$ cat src/rtl/demux1x4_8bits_pkg.sv
// Shared definitions for the 4-lane receive de-serializer.
package demux1x4_8bits_pkg;
  typedef enum logic {
    IDLE   = 1'b0,
    LOCKED = 1'b1
  } state_t;

  localparam int LANES = 4;
  localparam int PH_W  = 2;
endpackage

$ cat src/rtl/demux1x4_8bits_if.sv
// Serial input and parallel lane outputs of the 4-lane de-serializer.
interface demux1x4_8bits_if #(
  parameter int BW = 8
);
  logic [BW-1:0] data_000;
  logic          valid_000;
  logic [BW-1:0] data_0, data_1, data_2, data_3;
  logic          valid_0, valid_1, valid_2, valid_3;
  logic          frame_stb;
  logic          locked;

  modport master (
    output data_000, valid_000,
    input  data_0, data_1, data_2, data_3,
    input  valid_0, valid_1, valid_2, valid_3,
    input  frame_stb, locked
  );

  modport slave (
    input  data_000, valid_000,
    output data_0, data_1, data_2, data_3,
    output valid_0, valid_1, valid_2, valid_3,
    output frame_stb, locked
  );
endinterface

$ cat src/rtl/demux1x4_8bits_lane_shadow.sv
// Enabled shadow register holding one lane's {valid, data} until frame load.
module lane_shadow #(
  parameter int W = 9
) (
  input  logic         clk_4f,
  input  logic         rst_n,
  input  logic         en,
  input  logic [W-1:0] d,
  output logic [W-1:0] q
);
  always_ff @(posedge clk_4f or negedge rst_n) begin
    if (!rst_n)  q <= '0;
    else if (en) q <= d;
  end
endmodule

$ cat src/rtl/demux1x4_8bits.sv
// Receive de-serializer: one serial byte stream onto four parallel lanes.
//   state  | meaning
//   IDLE   | waiting for first valid byte, which becomes lane 0
//   LOCKED | phase free-runs; lane outputs load at phase 3
module demux1x4_8bits
  import demux1x4_8bits_pkg::*;
#(
  parameter int BW = 8
) (
  input  logic             clk_4f,
  input  logic             reset,
  demux1x4_8bits_if.slave  bus
);
  state_t          state, state_nx;
  logic [PH_W-1:0] ph, ph_nx;
  logic [LANES-2:0] shd_en;
  logic            load;
  logic [BW:0]     shd_q [LANES-1];

  always_ff @(posedge clk_4f or negedge reset) begin
    if (!reset) begin
      state <= IDLE;
      ph    <= '0;
    end else begin
      state <= state_nx;
      ph    <= ph_nx;
    end
  end

  always_comb begin
    state_nx = state;
    ph_nx    = ph;
    unique case (state)
      IDLE: begin
        if (bus.valid_000) begin
          state_nx = LOCKED;
          ph_nx    = 2'd1;
        end
      end
      LOCKED: ph_nx = ph + 2'd1;
      default: state_nx = IDLE;
    endcase
  end

  // In IDLE only a valid byte is taken, and always as lane 0.
  always_comb begin
    shd_en     = '0;
    load       = 1'b0;
    bus.locked = (state == LOCKED);
    unique case (state)
      IDLE: shd_en[0] = bus.valid_000;
      LOCKED: begin
        unique case (ph)
          2'd0:    shd_en[0] = 1'b1;
          2'd1:    shd_en[1] = 1'b1;
          2'd2:    shd_en[2] = 1'b1;
          default: load      = 1'b1;
        endcase
      end
      default: ;
    endcase
  end

  for (genvar k = 0; k < LANES - 1; k++) begin : g_shd
    lane_shadow #(.W(BW + 1)) u_shd (
      .clk_4f (clk_4f),
      .rst_n  (reset),
      .en     (shd_en[k]),
      .d      ({bus.valid_000, bus.data_000}),
      .q      (shd_q[k])
    );
  end

  // Lane 3 bypasses the shadows and goes straight into the output bank.
  always_ff @(posedge clk_4f or negedge reset) begin
    if (!reset) begin
      bus.data_0    <= '0;
      bus.data_1    <= '0;
      bus.data_2    <= '0;
      bus.data_3    <= '0;
      bus.valid_0   <= 1'b0;
      bus.valid_1   <= 1'b0;
      bus.valid_2   <= 1'b0;
      bus.valid_3   <= 1'b0;
      bus.frame_stb <= 1'b0;
    end else begin
      bus.frame_stb <= load;
      if (load) begin
        bus.data_0  <= shd_q[0][BW] ? shd_q[0][BW-1:0] : '0;
        bus.data_1  <= shd_q[1][BW] ? shd_q[1][BW-1:0] : '0;
        bus.data_2  <= shd_q[2][BW] ? shd_q[2][BW-1:0] : '0;
        bus.data_3  <= bus.valid_000 ? bus.data_000 : '0;
        bus.valid_0 <= shd_q[0][BW];
        bus.valid_1 <= shd_q[1][BW];
        bus.valid_2 <= shd_q[2][BW];
        bus.valid_3 <= bus.valid_000;
      end
    end
  end
endmodule

$ cat src/flat_wrapper.sv
// flat-port wrapper written by rule: the top's interface ports become plain ports
module demux1x4_8bits_flat import demux1x4_8bits_pkg::*;
#(
  parameter int BW = 8
)
  (clk_4f, reset, bus_data_000, bus_valid_000, bus_data_0, bus_data_1, bus_data_2, bus_data_3, bus_valid_0, bus_valid_1, bus_valid_2, bus_valid_3, bus_frame_stb, bus_locked);
  demux1x4_8bits_if #(.BW(BW)) bus_i ();
  input  logic clk_4f;
  input  logic reset;
  input wire logic [$bits(bus_i.data_000)-1:0] bus_data_000;
  input wire logic [$bits(bus_i.valid_000)-1:0] bus_valid_000;
  output wire logic [$bits(bus_i.data_0)-1:0] bus_data_0;
  output wire logic [$bits(bus_i.data_1)-1:0] bus_data_1;
  output wire logic [$bits(bus_i.data_2)-1:0] bus_data_2;
  output wire logic [$bits(bus_i.data_3)-1:0] bus_data_3;
  output wire logic [$bits(bus_i.valid_0)-1:0] bus_valid_0;
  output wire logic [$bits(bus_i.valid_1)-1:0] bus_valid_1;
  output wire logic [$bits(bus_i.valid_2)-1:0] bus_valid_2;
  output wire logic [$bits(bus_i.valid_3)-1:0] bus_valid_3;
  output wire logic [$bits(bus_i.frame_stb)-1:0] bus_frame_stb;
  output wire logic [$bits(bus_i.locked)-1:0] bus_locked;
  assign bus_i.data_000 = bus_data_000;
  assign bus_i.valid_000 = bus_valid_000;
  assign bus_data_0 = bus_i.data_0;
  assign bus_data_1 = bus_i.data_1;
  assign bus_data_2 = bus_i.data_2;
  assign bus_data_3 = bus_i.data_3;
  assign bus_valid_0 = bus_i.valid_0;
  assign bus_valid_1 = bus_i.valid_1;
  assign bus_valid_2 = bus_i.valid_2;
  assign bus_valid_3 = bus_i.valid_3;
  assign bus_frame_stb = bus_i.frame_stb;
  assign bus_locked = bus_i.locked;
  demux1x4_8bits #(.BW(BW)) u_core (.clk_4f(clk_4f), .reset(reset), .bus(bus_i));
endmodule
$ cat config.mk
export PLATFORM = sky130hd
export DESIGN_NAME = demux1x4_8bits_flat
export DESIGN_NICKNAME = d
export VERILOG_FILES = /design/src/rtl/demux1x4_8bits_pkg.sv /design/src/rtl/demux1x4_8bits_if.sv /design/src/rtl/demux1x4_8bits_lane_shadow.sv /design/src/rtl/demux1x4_8bits.sv /design/src/flat_wrapper.sv
export SDC_FILE = /design/constraint.sdc
export NUM_CORES = 1
export LEC_CHECK = 0
export ABC_AREA = 1
export CAP_MARGIN = 10
export CORE_ASPECT_RATIO = 0.5
export CORE_MARGIN = 4
export CORE_UTILIZATION = 38
export CTS_CLUSTER_DIAMETER = 30
export DETAILED_ROUTE_END_ITERATION = 6
export GPL_ROUTABILITY_DRIVEN = 0
export PLACE_DENSITY = 0.64
export SYNTH_ARGS = -nofsm -noshare
export SYNTH_HDL_FRONTEND = slang
export SYNTH_HIERARCHICAL = 1
export SYNTH_SLANG_ARGS = --single-unit
$ cat constraint.sdc
create_clock -name clk_4f -period 1.1 [get_ports clk_4f]
set_input_delay 0.22 -clock clk_4f [delete_from_list [all_inputs] [get_ports clk_4f]]
set_output_delay 0.22 -clock clk_4f [all_outputs]
set_load 0.01 [all_outputs]
# --- Word-level counts from Yosys, hierarchy flattened ---
# Cells that the tools add are included.
# Widths: inputs -> output; s select.
word_totals:
  word_cells: 36
  ff_bits: 67
op_classes:
  addsub: 1
  n_eq_ne: 3
  n_reduce_logical: 2
  bitwise_logic: 1
  mux: 15
ops:
  columns: ["operator", "n"]
  rows:
  - ["$mux 8", 4]
  - ["$mux 1", 7]
  - ["$mux 2", 2]
  - ["$pmux 2 s2", 1]
  - ["$reduce_or 3->1", 1]
  - ["$add 2x1->2 const B", 1]
  - ["$eq 2x1->1 const B", 1]
  - ["$eq 2x2->1 const B", 1]
  - ["$logic_not 2->1", 1]
  - ["$ne 2x2->1 const B", 1]
  - ["$pmux 1 s2", 1]
  - ["$not 1->1", 1]

# --- Depth between registers and ports, before layout ---
logic_depth:
  depth_word: 4
  depth_mapped: 8

# --- Hierarchy ---
# The synthesis kept the hierarchy.
by_module_without_submodules:
  columns: ["mod", "cells_per_inst", "n_inst", "area_each_um2", "seq_area_each_um2"]
  rows:
  - ["demux1x4_8bits", 183, 1, 1803.0, 1001.0]
  - ["lane_shadow", 38, 3, 341.6, 225.2]

# --- Worst setup path after synthesis ---
# Ideal clock, no wire load.
synth_path:
  path_kind: "register to register"
  start: "register u_core.state, in the netlist u_core/bus.locked"
  end: "register u_core.g_shd[0].u_shd.q[0]"
  setup_slack_ns: -0.066
  path_buffers: 2
  arrival_ns: 1.049
  required_time_ns: 0.984
  setup_ns: 0.116
  stages_incl_launch_ff: 9
  period_less_slack_ns: 1.166
  cell_sequence: "dfrtp_1 > buf_6 > inv_1 > nor2_1 > nor2_1 > buf_6 > inv_2 > nand2_1 > nand2_1"
synth_via:
  elab_chain_cells: 2
synth_rtl:
  columns: ["item", "line_no", "source"]
  rows:
  - ["start, declared", "demux1x4_8bits.sv:14", "state_t state, state_nx;"]
  - ["start signal, assigned", "demux1x4_8bits.sv:25", "state <= state_nx;"]
  - ["$not 1->1", "demux1x4_8bits.sv:50", "unique case (state)"]
  - ["$pmux 1 s2 (*)", "demux1x4_8bits.sv:50", null]
  - ["net u_core.shd_en[0]", "demux1x4_8bits.sv:16", "logic [LANES-2:0] shd_en;"]
  - ["end signal, assigned", "demux1x4_8bits_lane_shadow.sv:12", "if (!rst_n) q <= '0;"]
  - ["end signal, assigned", "demux1x4_8bits_lane_shadow.sv:13", "else if (en) q <= d;"]
  - ["end, declared", "demux1x4_8bits_lane_shadow.sv:9", "output logic [W-1:0] q"]
# Mark *: on every way through the listed nets, which the timed path passes. The rest lies on a longest branch.
# A chain may end at the register's enable or synchronous reset.

# --- Worst setup path after layout ---
layout_path:
  start: "register u_core.ph[0]"
  end: "register u_core.bus.data_0[3]"
layout_via:
  elab_chain_cells: 4
  elab_cells_between_ends: 6
layout_rtl:
  columns: ["item", "line_no", "source"]
  rows:
  - ["start, declared", "demux1x4_8bits.sv:15", "logic [PH_W-1:0] ph, ph_nx;"]
  - ["start signal, assigned", "demux1x4_8bits.sv:26", "ph <= ph_nx;"]
  - ["$eq 2x2->1, or another cell as far along", "demux1x4_8bits.sv:53", "unique case (ph)"]
  - ["$reduce_or 3->1 (no source line) (*)", null, null]
  - ["$mux 1 (*)", "demux1x4_8bits.sv:53", null]
  - ["$mux 1 (*)", "demux1x4_8bits.sv:50", null]
  - ["end signal, assigned", "demux1x4_8bits.sv:89", "bus.data_0 <= shd_q[0][BW] ? shd_q[0][BW-1:0] : '0;"]
  - ["end, declared", "demux1x4_8bits_if.sv:21", "output data_0, data_1, data_2, data_3,"]
# Every way passes the cells marked *; elsewhere a longest branch is shown, timed or not.

==> out/results.md <==
| Quantity | Reported |
|---|---|
| Crit Path Max Fanout | 8 |
| Via count of the first global-routing pass | 2185 |
| Part of the power in registers | 0.450 |
| #FFs+latches synth | 67 |
| Crit path launch type | flop |
| Clock latency of the later-clocked register in the worst-skew pair | 0.33 ns |
| Relative slew slack | 0.759 |
| Total leakage power | 2.07 nW |
| Number of enable-type register cells in the synthesized netlist | 0 |
| Shortest period the worst path allows | 1.24 ns |
| Most used flip-flop cell after synthesis | sky130_fd_sc_hd__dfrtp_1 |
| Final worst path period share | 1.13 |
| Final Max Slew Viols | 0 |
| H-tree depth | 3 |
| Final instance area | 4110 um2 |
| Portion of the post-synthesis area used by sequential elements | 0.593 |
| Crit path DAT | 1.49 ns |
| Bufs on Longest Clock Path | 2 |
| Initial Utilization | 0.408 |
| Cell types occupying the most area after synthesis | sky130_fd_sc_hd__dfrtp_1 59%, sky130_fd_sc_hd__nand2_1 21%, sky130_fd_sc_hd__o21ai_2 10%, sky130_fd_sc_hd__buf_6 3.6%, sky130_fd_sc_hd__ha_1 1.8% |
| RSZ-0062 raised after global routing | true |
| Clock transition at the registers of the reported paths | 0.05 ns |
| Internal power summed over all cells | 0.00461 W |
| Share of synthesized cell area in and, or, nand and nor gates | 0.227 |
| Synthesized-area fraction occupied by ao, oa, aoi and oai cells | 0.102 |
| WL final | 7.75 mm |
| Post-Route Setup TNS | -5.17 ns |
| Count of yosys warnings during synthesis | 6 |
| Wire length of the first global-routing pass | 11.3 mm |
| Number of design-rule violations left by the first detailed-router iteration | 199 |
| Setup skew after layout | 0.00399 ns |
| Type of the most critical hold path | input port to async pin |
| Worst path required time | 1.35 ns |
| Cell count after synthesis | 297 |
| Via Count | 2291 |
| Share of final-layout standard cells stronger than drive strength 1 | 0.438 |
| Count of endpoints failing hold in the final timing report | 0 |
| Overflow left after global routing | 0 |
| Final critical-path setup slack | -0.142 ns |
| Filler instances | 583 |
| Clk root buf | sky130_fd_sc_hd__clkbuf_16 |
| Combinational family with the most area after synthesis | simple AND/OR/NAND/NOR gates |
| Growth of design area from synthesis to finish | 45.4% |
| Net count of the finished layout | 396 |
| Final HPWL DP | 4.43 mm |
| Upper clock frequency limit | 0.805 GHz |
| Mean routed wirelength per cell | 16.2 um |
| Final hold slack | 0.432 ns |
| Number of buffers inserted during clock tree synthesis | 9 |
| Largest net degree at the start of global routing | 44 |
| Element type at the critical path end | flop |
| Distinct cell type count of the synthesized netlist | 13 |
| VDD IR-drop max | 0.755 mV |
| Commonest cells in the netlist | 161 x sky130_fd_sc_hd__nand2_1, 67 x sky130_fd_sc_hd__dfrtp_1, 33 x sky130_fd_sc_hd__o21ai_2 |
| Tot GR Track Use | 0.172 |
| Power share of the combinational group | 0.083 |
| Netlist area before placement | 2830 um2 |
| Failing checks | setup timing |
| Yosys top cell area share | 0.593 |
| Number of nets with antenna violations after routing | 0 |
| Sw Pwr | 0.00135 W |
| Start-to-end type of the worst setup path | flop to flop |
| Ports placed on the boundary | 49 |
| Pwr Density | 1450 nW/um2 |
| Sw Ratio | 0.226 |
| Placement Cell Area | 3480 um2 |
| N_diodes | 0 |
| Antenna violations before repair | 0 |
| Share of cell area taken by muxes after synthesis | 0 |
| Clock tree from TritonCTS | yes |
| Setup violation total in the final timing report | 68 |
| Area of the core | 6940 um2 |
| Row count | 21 |
| Status | complete, but fails checks |
| Clock Sinks | 67 |
| Register-to-Register Path Depth | 5 |
| Router iterations before antenna repair | 5 |
| Overall die area | 8970 um2 |
| Avg Inst Size Synth | 9.52 um2 |
| Ratio of routed vias to standard cells | 4.79 |
| Slew @ Worst Pin | 0.362 ns |
| Chip Width | 130 um |
| Post-synthesis async set-or-reset flop share | 1.00 |
| Mapped Nets | 312 |
| Clock group share of total power | 0.468 |
| Post-synthesis share of cell area spent on xor and xnor gates | 0 |
| Post-Place Worst Slack | -0.218 ns |
| Die Y | 69.0 um |
| Port-buffer cells | 48 |
| Biggest area consumer among synthesized cells | sky130_fd_sc_hd__dfrtp_1 |
| Cell with the most instances after synthesis | sky130_fd_sc_hd__nand2_1 |
| MaxCap Viol Count | 0 |
| DRC viols | 0 |
| Share of synthesized cell area in full adder, half adder and majority cells | 0.0177 |
## worst paths after layout
path	slack [ns]	to	startpoint
min reg2reg	0.47	u_core/g_shd[2].u_shd/q[4]$_DFFE_PN0P_	u_core/g_shd[2].u_shd/q[4]$_DFFE_PN0P_
max in group asynchronous	0.41	u_core/ph[1]$_DFFE_PN0P_	reset
max	-0.14	u_core/bus.data_0[3]$_DFFE_PN0P_	u_core/ph[0]$_DFFE_PN0P_
min	0.43	u_core/bus.data_3[5]$_DFFE_PN0P_	reset
max reg2reg	-0.14	u_core/bus.data_0[3]$_DFFE_PN0P_	u_core/ph[0]$_DFFE_PN0P_
min in group clk_4f	0.47	u_core/g_shd[2].u_shd/q[4]$_DFFE_PN0P_	u_core/g_shd[2].u_shd/q[4]$_DFFE_PN0P_
## registers in the layout, indices dropped and copies added, names as in the netlist
signal,cells
u_core/bus.valid_0,1
u_core/ph,2
u_core/bus.valid_1,1
u_core/bus.data_2,8
u_core/bus.locked,1
u_core/bus.data_3,8
u_core/bus.data_0,8
u_core/bus.valid_2,1
u_core/g_shd.u_shd/q,27
u_core/bus.valid_3,1
u_core/bus.data_1,8
u_core/bus.frame_stb,1
## critical path: stages, from the launching register on
cell                        delay [ns]
sky130_fd_sc_hd__dfrtp_2          0.44
sky130_fd_sc_hd__ha_4             0.22
sky130_fd_sc_hd__nand2_8          0.10
sky130_fd_sc_hd__buf_12           0.14
sky130_fd_sc_hd__clkbuf_16        0.16
sky130_fd_sc_hd__o21ai_2          0.11
## cell usage in the layout (no fill, tap or decap), types with 3 or more instances in the layout
cell type,n
sky130_fd_sc_hd__inv_2,3
sky130_fd_sc_hd__o21ai_2,31
sky130_fd_sc_hd__inv_4,5
sky130_fd_sc_hd__nand2_1,136
sky130_fd_sc_hd__clkinv_2,3
sky130_fd_sc_hd__dfrtp_1,65
sky130_fd_sc_hd__clkbuf_16,13
sky130_fd_sc_hd__buf_12,8
sky130_fd_sc_hd__clkdlybuf4s50_1,9
sky130_fd_sc_hd__buf_2,37
sky130_fd_sc_hd__buf_4,23
sky130_fd_sc_hd__nand2_4,15
sky130_fd_sc_hd__nand2_2,11
sky130_fd_sc_hd__buf_6,4
## area by class of cell
class | instances | area (um2) | area share
well taps | 92 | 115 | 0.0280
flip-flops and latches | 67 | 1680 | 0.409
multi-input cells | 207 | 1200 | 0.293
inverters | 10 | 55.1 | 0.0134
repair buffers | 86 | 763 | 0.186
clock buffers | 11 | 243 | 0.0591
clock inverters | 5 | 52.6 | 0.0128
## through the flow
step | instances | utilization | total power, W
floorplan | 297 | - | 0.00288
global placement | 440 | 0.501 | 0.00318
detailed placement | 440 | 0.501 | 0.00319
CTS | 463 | 0.551 | 0.00596
global route | 478 | 0.593 | 0.00619
finish | 478 | 0.593 | 0.00596
## routing by layer
| layer | track usage | routed length (um) | part of all wire |
|---|---|---|---|
| met1 | 0.210 | 3350 | 0.43 |
| met2 | 0.279 | 3860 | 0.50 |
| met3 | 0.0554 | 398 | 0.051 |
| met4 | 0.0842 | 143 | 0.018 |
| met5 | 0 | 0 | 0 |
## kinds of logic after synthesis
group / Yosys count
buffers and inverters: 25
AO/OA/AOI/OAI: 33
AND/OR/NAND/NOR: 168
flip-flops: 67
adder cells (fa/ha/maj): 4
## what timing repair did
action / CTS / global route
setup endpoints to repair: 102 / 85
hold buffers: 1 / 0
cloned: 3 / 5
pin swaps: 15 / 9
setup buffers: 4 / 14
gates resized for setup: 192 / 35
hold endpoints to repair: 67 / 0
## power groups by stage
stage          registers [W]  logic [W]  clock network [W]
4_1_cts              0.00267   0.000440            0.00285
5_1_grt              0.00269   0.000541            0.00295
2_1_floorplan        0.00271   0.000166                  0
3_3_place_gp         0.00270   0.000475                  0
3_5_place_dp         0.00271   0.000487                  0
6_report             0.00268   0.000492            0.00278
Note: power is estimated with default switching activity, not from simulation.
